==> src/rtl/memory_access_unit_if.sv <==
// Request and memory-bus signal bundle for the load/store unit.
// slave = the unit itself, master = control unit plus memory side.
interface memory_access_unit_if;
  logic        iStart;
  logic        iWrite;
  logic [1:0]  iSize;
  logic        iUnsigned;
  logic [31:0] iAddress;
  logic [31:0] iStoreData;
  logic [31:0] iMemData;
  logic [31:0] oMemAddress;
  logic [3:0]  oMemByteEnable;
  logic [31:0] oMemWriteData;
  logic        oMemRead;
  logic        oMemWrite;
  logic        oBusy;
  logic        oDone;
  logic        oFault;
  logic [31:0] oLoadData;

  modport slave (
    input  iStart, iWrite, iSize, iUnsigned,
    input  iAddress, iStoreData, iMemData,
    output oMemAddress, oMemByteEnable,
    output oMemWriteData, oMemRead, oMemWrite,
    output oBusy, oDone, oFault, oLoadData
  );

  modport master (
    output iStart, iWrite, iSize, iUnsigned,
    output iAddress, iStoreData, iMemData,
    input  oMemAddress, oMemByteEnable,
    input  oMemWriteData, oMemRead, oMemWrite,
    input  oBusy, oDone, oFault, oLoadData
  );
endinterface

==> src/rtl/memory_access_unit.sv <==
// Multicycle MIPS load/store bus initiator: lane steering,
// fixed-latency read capture, alignment faults.
module memory_access_unit #(
  parameter int READ_LATENCY = 1
) (
  input logic iCLK,
  input logic iRST,
  memory_access_unit_if.slave bus
);

  typedef enum logic [2:0] {
    S_IDLE,
    S_ISSUE,
    S_WAIT,
    S_DONE,
    S_FAULT
  } state_t;

  localparam logic [1:0] LAT_M1 = 2'(READ_LATENCY - 1);

  state_t      r_state;
  state_t      w_next;
  logic        r_write;
  logic [1:0]  r_size;
  logic        r_unsigned;
  logic [1:0]  r_off;
  logic [1:0]  r_cnt;
  logic [29:0] r_addr;
  logic [3:0]  r_be;
  logic [31:0] r_wdata;
  logic        r_rd;
  logic        r_wr;
  logic        r_done;
  logic        r_fault;
  logic [31:0] r_ld;

  logic        w_misalign;
  logic [3:0]  w_be;
  logic [31:0] w_wd;
  logic [31:0] w_sh;
  logic [31:0] w_ext;
  logic        w_accept;
  logic        w_capture;

  assign w_accept  = (r_state == S_IDLE) & bus.iStart;
  assign w_capture = (r_state == S_WAIT) & (r_cnt == 2'd0);

  always_comb begin
    w_misalign = 1'b0;
    unique case (bus.iSize)
      2'b00:   w_misalign = 1'b0;
      2'b01:   w_misalign = bus.iAddress[0];
      2'b10:   w_misalign = |bus.iAddress[1:0];
      default: w_misalign = 1'b1;
    endcase
  end

  always_comb begin
    w_be = 4'b0000;
    w_wd = bus.iStoreData;
    unique case (bus.iSize)
      2'b00: begin
        w_be = 4'b0001 << bus.iAddress[1:0];
        w_wd = {4{bus.iStoreData[7:0]}};
      end
      2'b01: begin
        w_be = bus.iAddress[1] ? 4'b1100 : 4'b0011;
        w_wd = {2{bus.iStoreData[15:0]}};
      end
      2'b10:   w_be = 4'b1111;
      default: w_be = 4'b0000;
    endcase
  end

  // Shift the addressed lane down to bit 0 before extending.
  assign w_sh = bus.iMemData >> {r_off, 3'b000};

  always_comb begin
    w_ext = bus.iMemData;
    unique case (r_size)
      2'b00: w_ext = {{24{w_sh[7] & ~r_unsigned}}, w_sh[7:0]};
      2'b01: w_ext = {{16{w_sh[15] & ~r_unsigned}}, w_sh[15:0]};
      default: w_ext = bus.iMemData;
    endcase
  end

  always_comb begin
    w_next = r_state;
    unique case (r_state)
      S_IDLE:
        if (bus.iStart)
          w_next = w_misalign ? S_FAULT : S_ISSUE;
      S_ISSUE: w_next = r_write ? S_DONE : S_WAIT;
      S_WAIT:
        if (r_cnt == 2'd0)
          w_next = S_DONE;
      S_DONE:  w_next = S_IDLE;
      S_FAULT: w_next = S_IDLE;
      default: w_next = S_IDLE;
    endcase
  end

  always_ff @(posedge iCLK or posedge iRST) begin
    if (iRST) r_state <= S_IDLE;
    else      r_state <= w_next;
  end

  always_ff @(posedge iCLK or posedge iRST) begin
    if (iRST) begin
      r_write    <= 1'b0;
      r_size     <= 2'b00;
      r_unsigned <= 1'b0;
      r_off      <= 2'b00;
      r_addr     <= '0;
      r_be       <= 4'b0000;
      r_wdata    <= '0;
    end else if (w_accept & ~w_misalign) begin
      r_write    <= bus.iWrite;
      r_size     <= bus.iSize;
      r_unsigned <= bus.iUnsigned;
      r_off      <= bus.iAddress[1:0];
      r_addr     <= bus.iAddress[31:2];
      r_be       <= w_be;
      r_wdata    <= w_wd;
    end
  end

  // Strobes and pulses come from the next state so they leave flops.
  always_ff @(posedge iCLK or posedge iRST) begin
    if (iRST) begin
      r_rd    <= 1'b0;
      r_wr    <= 1'b0;
      r_done  <= 1'b0;
      r_fault <= 1'b0;
    end else begin
      r_rd    <= (w_next == S_ISSUE) & ~bus.iWrite;
      r_wr    <= (w_next == S_ISSUE) & bus.iWrite;
      r_done  <= (w_next == S_DONE);
      r_fault <= (w_next == S_FAULT);
    end
  end

  always_ff @(posedge iCLK or posedge iRST) begin
    if (iRST) begin
      r_cnt <= 2'd0;
    end else if (r_state == S_ISSUE) begin
      r_cnt <= LAT_M1;
    end else if (r_state == S_WAIT && r_cnt != 2'd0) begin
      r_cnt <= r_cnt - 2'd1;
    end
  end

  always_ff @(posedge iCLK or posedge iRST) begin
    if (iRST)           r_ld <= '0;
    else if (w_capture) r_ld <= w_ext;
  end

  assign bus.oMemAddress    = {r_addr, 2'b00};
  assign bus.oMemByteEnable = r_be;
  assign bus.oMemWriteData  = r_wdata;
  assign bus.oMemRead       = r_rd;
  assign bus.oMemWrite      = r_wr;
  assign bus.oBusy          = (r_state != S_IDLE);
  assign bus.oDone          = r_done;
  assign bus.oFault         = r_fault;
  assign bus.oLoadData      = r_ld;

endmodule

==> src/flat_wrapper.sv <==
// flat-port wrapper written by rule: the top's interface ports become plain ports
module memory_access_unit_flat 
#(
  parameter int READ_LATENCY = 1
)
  (iCLK, iRST, bus_iStart, bus_iWrite, bus_iSize, bus_iUnsigned, bus_iAddress, bus_iStoreData, bus_iMemData, bus_oMemAddress, bus_oMemByteEnable, bus_oMemWriteData, bus_oMemRead, bus_oMemWrite, bus_oBusy, bus_oDone, bus_oFault, bus_oLoadData);
  memory_access_unit_if bus_i ();
  input logic iCLK;
  input logic iRST;
  input wire logic [$bits(bus_i.iStart)-1:0] bus_iStart;
  input wire logic [$bits(bus_i.iWrite)-1:0] bus_iWrite;
  input wire logic [$bits(bus_i.iSize)-1:0] bus_iSize;
  input wire logic [$bits(bus_i.iUnsigned)-1:0] bus_iUnsigned;
  input wire logic [$bits(bus_i.iAddress)-1:0] bus_iAddress;
  input wire logic [$bits(bus_i.iStoreData)-1:0] bus_iStoreData;
  input wire logic [$bits(bus_i.iMemData)-1:0] bus_iMemData;
  output wire logic [$bits(bus_i.oMemAddress)-1:0] bus_oMemAddress;
  output wire logic [$bits(bus_i.oMemByteEnable)-1:0] bus_oMemByteEnable;
  output wire logic [$bits(bus_i.oMemWriteData)-1:0] bus_oMemWriteData;
  output wire logic [$bits(bus_i.oMemRead)-1:0] bus_oMemRead;
  output wire logic [$bits(bus_i.oMemWrite)-1:0] bus_oMemWrite;
  output wire logic [$bits(bus_i.oBusy)-1:0] bus_oBusy;
  output wire logic [$bits(bus_i.oDone)-1:0] bus_oDone;
  output wire logic [$bits(bus_i.oFault)-1:0] bus_oFault;
  output wire logic [$bits(bus_i.oLoadData)-1:0] bus_oLoadData;
  assign bus_i.iStart = bus_iStart;
  assign bus_i.iWrite = bus_iWrite;
  assign bus_i.iSize = bus_iSize;
  assign bus_i.iUnsigned = bus_iUnsigned;
  assign bus_i.iAddress = bus_iAddress;
  assign bus_i.iStoreData = bus_iStoreData;
  assign bus_i.iMemData = bus_iMemData;
  assign bus_oMemAddress = bus_i.oMemAddress;
  assign bus_oMemByteEnable = bus_i.oMemByteEnable;
  assign bus_oMemWriteData = bus_i.oMemWriteData;
  assign bus_oMemRead = bus_i.oMemRead;
  assign bus_oMemWrite = bus_i.oMemWrite;
  assign bus_oBusy = bus_i.oBusy;
  assign bus_oDone = bus_i.oDone;
  assign bus_oFault = bus_i.oFault;
  assign bus_oLoadData = bus_i.oLoadData;
  memory_access_unit #(.READ_LATENCY(READ_LATENCY)) u_core (.iCLK(iCLK), .iRST(iRST), .bus(bus_i));
endmodule
==> config.mk <==
export PLATFORM = sky130hd
export DESIGN_NAME = memory_access_unit_flat
export DESIGN_NICKNAME = d
export VERILOG_FILES = /design/src/rtl/memory_access_unit_if.sv /design/src/rtl/memory_access_unit.sv /design/src/flat_wrapper.sv
export SDC_FILE = /design/constraint.sdc
export NUM_CORES = 1
export LEC_CHECK = 0
export BUFFER_PORTS_ARGS = -buffer_cell sky130_fd_sc_hd__buf_4
export CAP_MARGIN = 5
export CORE_MARGIN = 3
export CORE_UTILIZATION = 44
export DETAILED_ROUTE_END_ITERATION = 16
export GPL_TIMING_DRIVEN = 0
export PLACE_DENSITY_LB_ADDON = 0.2
export SYNTH_ARGS = -nofsm -noshare
export SYNTH_HDL_FRONTEND = slang
export SYNTH_SLANG_ARGS = --single-unit
==> constraint.sdc <==
create_clock -name iCLK -period 3 [get_ports iCLK]
set_input_delay 0.15 -clock iCLK [delete_from_list [all_inputs] [get_ports iCLK]]
set_output_delay 0.15 -clock iCLK [all_outputs]
set_load 0.01 [all_outputs]
==> results.sh <==
export IMPL_fin_skew_ns=0.00736
export IMPL_outcome="finished, final reports clean"
export IMPL_critPathCaptureType="flip-flop"
export IMPL_maxSlewHeadroom=0.481
export IMPL_synthToLayoutAreaGrowth_pct=50.6
export IMPL_drv_slew=0
export IMPL_r2r_start="u_core.r_state[0]"
export IMPL_ys_flop_type="dfrtp_1"
export IMPL_yosysMostFrequentCell="dfrtp_1"
export IMPL_cp_num_buf_inv=3
export IMPL_dr_wl_met3_um=1370
export IMPL_startpoint="u_core.r_state[0]"
export IMPL_drc=0
export IMPL_synth_fa_ha_area_frac=0.00238
export IMPL_finalNonFillerCells=867
export IMPL_setup_viol=0
export IMPL_drt_iter0_markers=244
export IMPL_htree_num_levels=4
export IMPL_hold_depth=2
export IMPL_r2r_end="u_core.r_addr[1]"
export IMPL_clock_latency_ns=0.41
export IMPL_synth_top_family_by_area="multiplexers"
export IMPL_synth_avg_cell_area_um2=11.7
export IMPL_worstRegToRegCells=7
export IMPL_antenna_found_initial=0
export IMPL_min_to="u_core.bus.oMemWriteData[4]"
export IMPL_yosysWarnings=0
export IMPL_holdCritStartpoint="bus_iStoreData[4]"
export IMPL_rsz0062_at_grt="no"
export IMPL_root_buffer="clkbuf_16"
export IMPL_clkSinkCount=113
export IMPL_coreArea_um2=11600
export IMPL_ir_worst_vdd_v=0.000672
export IMPL_synth_area_top_cells="dfrtp_1 (54%), mux2_2 (19%), mux2i_1 (3.6%)"
export IMPL_cts_resized_gates=0
export IMPL_n_antenna_cell=0
export IMPL_viasPerCell=5.21
export IMPL_path_clk_slew_ns=0.05
export IMPL_io_pins=208
export IMPL_critPathMaxFanout=10
export IMPL_critical_path_top_delay_family="simple AND/OR/NAND/NOR gates"
export IMPL_first_pass_iters=5
export IMPL_num_rows=39
export IMPL_yosysSeqAreaShare=0.537
export IMPL_die_area_um2=13300
export IMPL_synth_largest_area_cell="dfrtp_1"
export IMPL_tightest_slew_ns=0.776
export IMPL_grt_overflow_total=0
export IMPL_dp_cells=800
export IMPL_grt_max_degree=44
export IMPL_antenna_left=0
export IMPL_gp_congestion=0.892
export IMPL_finalHoldViolCount=0
export IMPL_cp_data_arrival_time_ns=2.47
export IMPL_cts_tree="yes"
export IMPL_nNetsFinal=820
export IMPL_criticalPathCategory="reg -> reg"
export IMPL_timing_hold_ws_ns=0.0182
export IMPL_layout_min_cycle_time_ns=2.19
export IMPL_grt_usage=0.244
export IMPL_top_layer_used="met4"
export IMPL_setup_tns_ns=0
export IMPL_drt_total_wl_um=15800
export IMPL_num_vias=4517
export IMPL_cts_path_max_buffers=2
export IMPL_initial_core_util=0.455
export IMPL_maxCapViolations=0
export IMPL_drive_gt1_frac=0.483
export IMPL_synth_area_um2=5260
export IMPL_portBuffers=203
export IMPL_hp_class="in -> reg"
export IMPL_wl_met2_um=8000
export IMPL_synthCells=451
export IMPL_path_cells="buf_2 > nor3_1 > nand2_1 > nor2b_1 > buf_4 > buf_2 > mux2_2"
export IMPL_cp_common_cell="buf_2"
export IMPL_synthTopCellsByCount="dfrtp_1 (113), mux2_2 (87), nand2_1 (46)"
export IMPL_max_freq_ghz=0.457
export IMPL_synthMuxAreaShare=0.227
export IMPL_p_leak_nw=3.83
export IMPL_slowest_delay_ns=0.36
export IMPL_crit_required_ns=3.28
export IMPL_grt_pass1_wl_um=25000
export IMPL_synth_edf_count=0
export IMPL_wire_per_inst_um=18.2
export IMPL_crit_slowest_cell="mux2_2"
export IMPL_synth_compound_area_share=0.0835
export IMPL_synthSimpleGateAreaFrac=0.110
export IMPL_regToRegSetupSlack_ns=0.81
export IMPL_die_h_um=115
export IMPL_critPathLaunchType="flip-flop"
export IMPL_met1Wirelength_um=6070
export IMPL_first_global_vias=4906
export IMPL_fin_crit_sh=0.730
export IMPL_cts_buffers=17
export IMPL_power_density_nw_per_um2=1020
export IMPL_die_width_um=115
export IMPL_ys_ff_latch=113
export IMPL_synthXorXnorAreaFrac=0.00166
export IMPL_dp_hpwl_um=11200
export IMPL_ys_types=35
export IMPL_synth_top_area_share=0.537
export IMPL_async_flop_share=1.00
-- cell usage in the layout, fill, tap and decap left out, types with 3 or more instances in the layout --
master | synthesis | final
nor2b_1 | 3 | 3
o21ai_0 | 22 | 22
nand2_1 | 46 | 46
o22ai_1 | 9 | 9
nand3_2 | 10 | 10
mux2i_1 | 19 | 19
nor2_1 | 18 | 18
clkbuf_16 | 0 | 17
or2_2 | 8 | 8
a2bb2oi_1 | 7 | 7
mux2_2 | 87 | 87
clkbuf_1 | 17 | 22
nand2b_1 | 4 | 4
buf_2 | 8 | 8
clkbuf_8 | 0 | 5
a22o_1 | 6 | 6
inv_1 | 6 | 5
buf_4 | 7 | 210
nand3_1 | 22 | 22
a21oi_1 | 19 | 19
dlygate4sd3_1 | 0 | 40
dfrtp_1 | 113 | 113
-- where the power goes --
part           internal, mW  total, mW  switching (mW)
Clock                  1.14       1.76           0.620
Combinational          1.89       3.66            1.76
Sequential             2.27       2.68           0.412
-- logic make-up after synthesis --
kind of cell               after synthesis
AOI/OAI and AO/OA                       70
DFF                                    113
adders and majority gates                1
and+or+nand+nor                        117
buffers and inverters                   41
muxes                                  107
xor gates and xnor gates                 1
other                                    1
-- what timing repair did --
action	CTS	global route
setup endpoints to repair	0	0
buffers inserted	0	0
endpoints found under the hold margin	69	0
hold buffers	40	0
-- cell type report --
type                       count  area (µm²)
buffer                        35         175
clock buffer                  27         513
fill                         863        3640
inverter                       6        26.3
multi-input combinational    298        2240
sequential                   113        2830
tap                          143         179
timing repair buffer         245        1960
-- metal layers --
layer | GRT usage | up-vias
met5 | 0 | -
met4 | 0.0970 | 0
met3 | 0.0937 | 29
met2 | 0.417 | 192
met1 | 0.277 | 2179
li1 | - | 2117
-- worst reg2reg max path: cells and delay by family, from the launching register on --
kind / cells / cell delay, ns
AND/OR/NAND/NOR: 3 / 0.72
buffers and inverters: 3 / 0.63
multiplexers: 1 / 0.36
flip-flops: 1 / 0.35
-- metrics by stage --
| step | total power, mW | util | instance area, µm² | setup slack [ns] |
|---|---|---|---|---|
| 4_1_cts | 8.13 | 0.685 | 7930 | 0.811 |
| 2_1_floorplan | 4.61 | - | 5270 | 1.15 |
| 3_3_place_gp | 6.16 | 0.603 | 6970 | 0.799 |
| 3_5_place_dp | 6.29 | 0.606 | 7010 | 0.834 |
| 6_report | 8.10 | 0.685 | 7930 | 0.811 |
| 5_1_grt | 8.62 | 0.685 | 7930 | 0.622 |
-- how the worst max path moves through the flow --
| stage | endpoint | cells past startpoint |
|---|---|---|
| floorplan | u_core.bus.oLoadData[16] | 8 |
| global placement | u_core.bus.oLoadData[2] | 2 |
| detailed placement | u_core.r_addr[2] | 7 |
| CTS | u_core.r_addr[1] | 7 |
| global route | u_core.r_addr[2] | 7 |
| finish | u_core.r_addr[1] | 7 |
-- state kept, by name, indices dropped and copies added, names as in the netlist --
register,cells
u_core.bus.oMemWriteData,32
u_core.bus.oDone,1
u_core.r_unsigned,1
u_core.bus.oLoadData,32
u_core.r_off,2
u_core.r_size,2
u_core.r_cnt,2
u_core.bus.oMemByteEnable,4
u_core.r_write,1
u_core.bus.oMemRead,1
u_core.r_addr,30
u_core.bus.oMemWrite,1
u_core.bus.oFault,1
u_core.r_state,3
(Power assumes the default switching activity.)
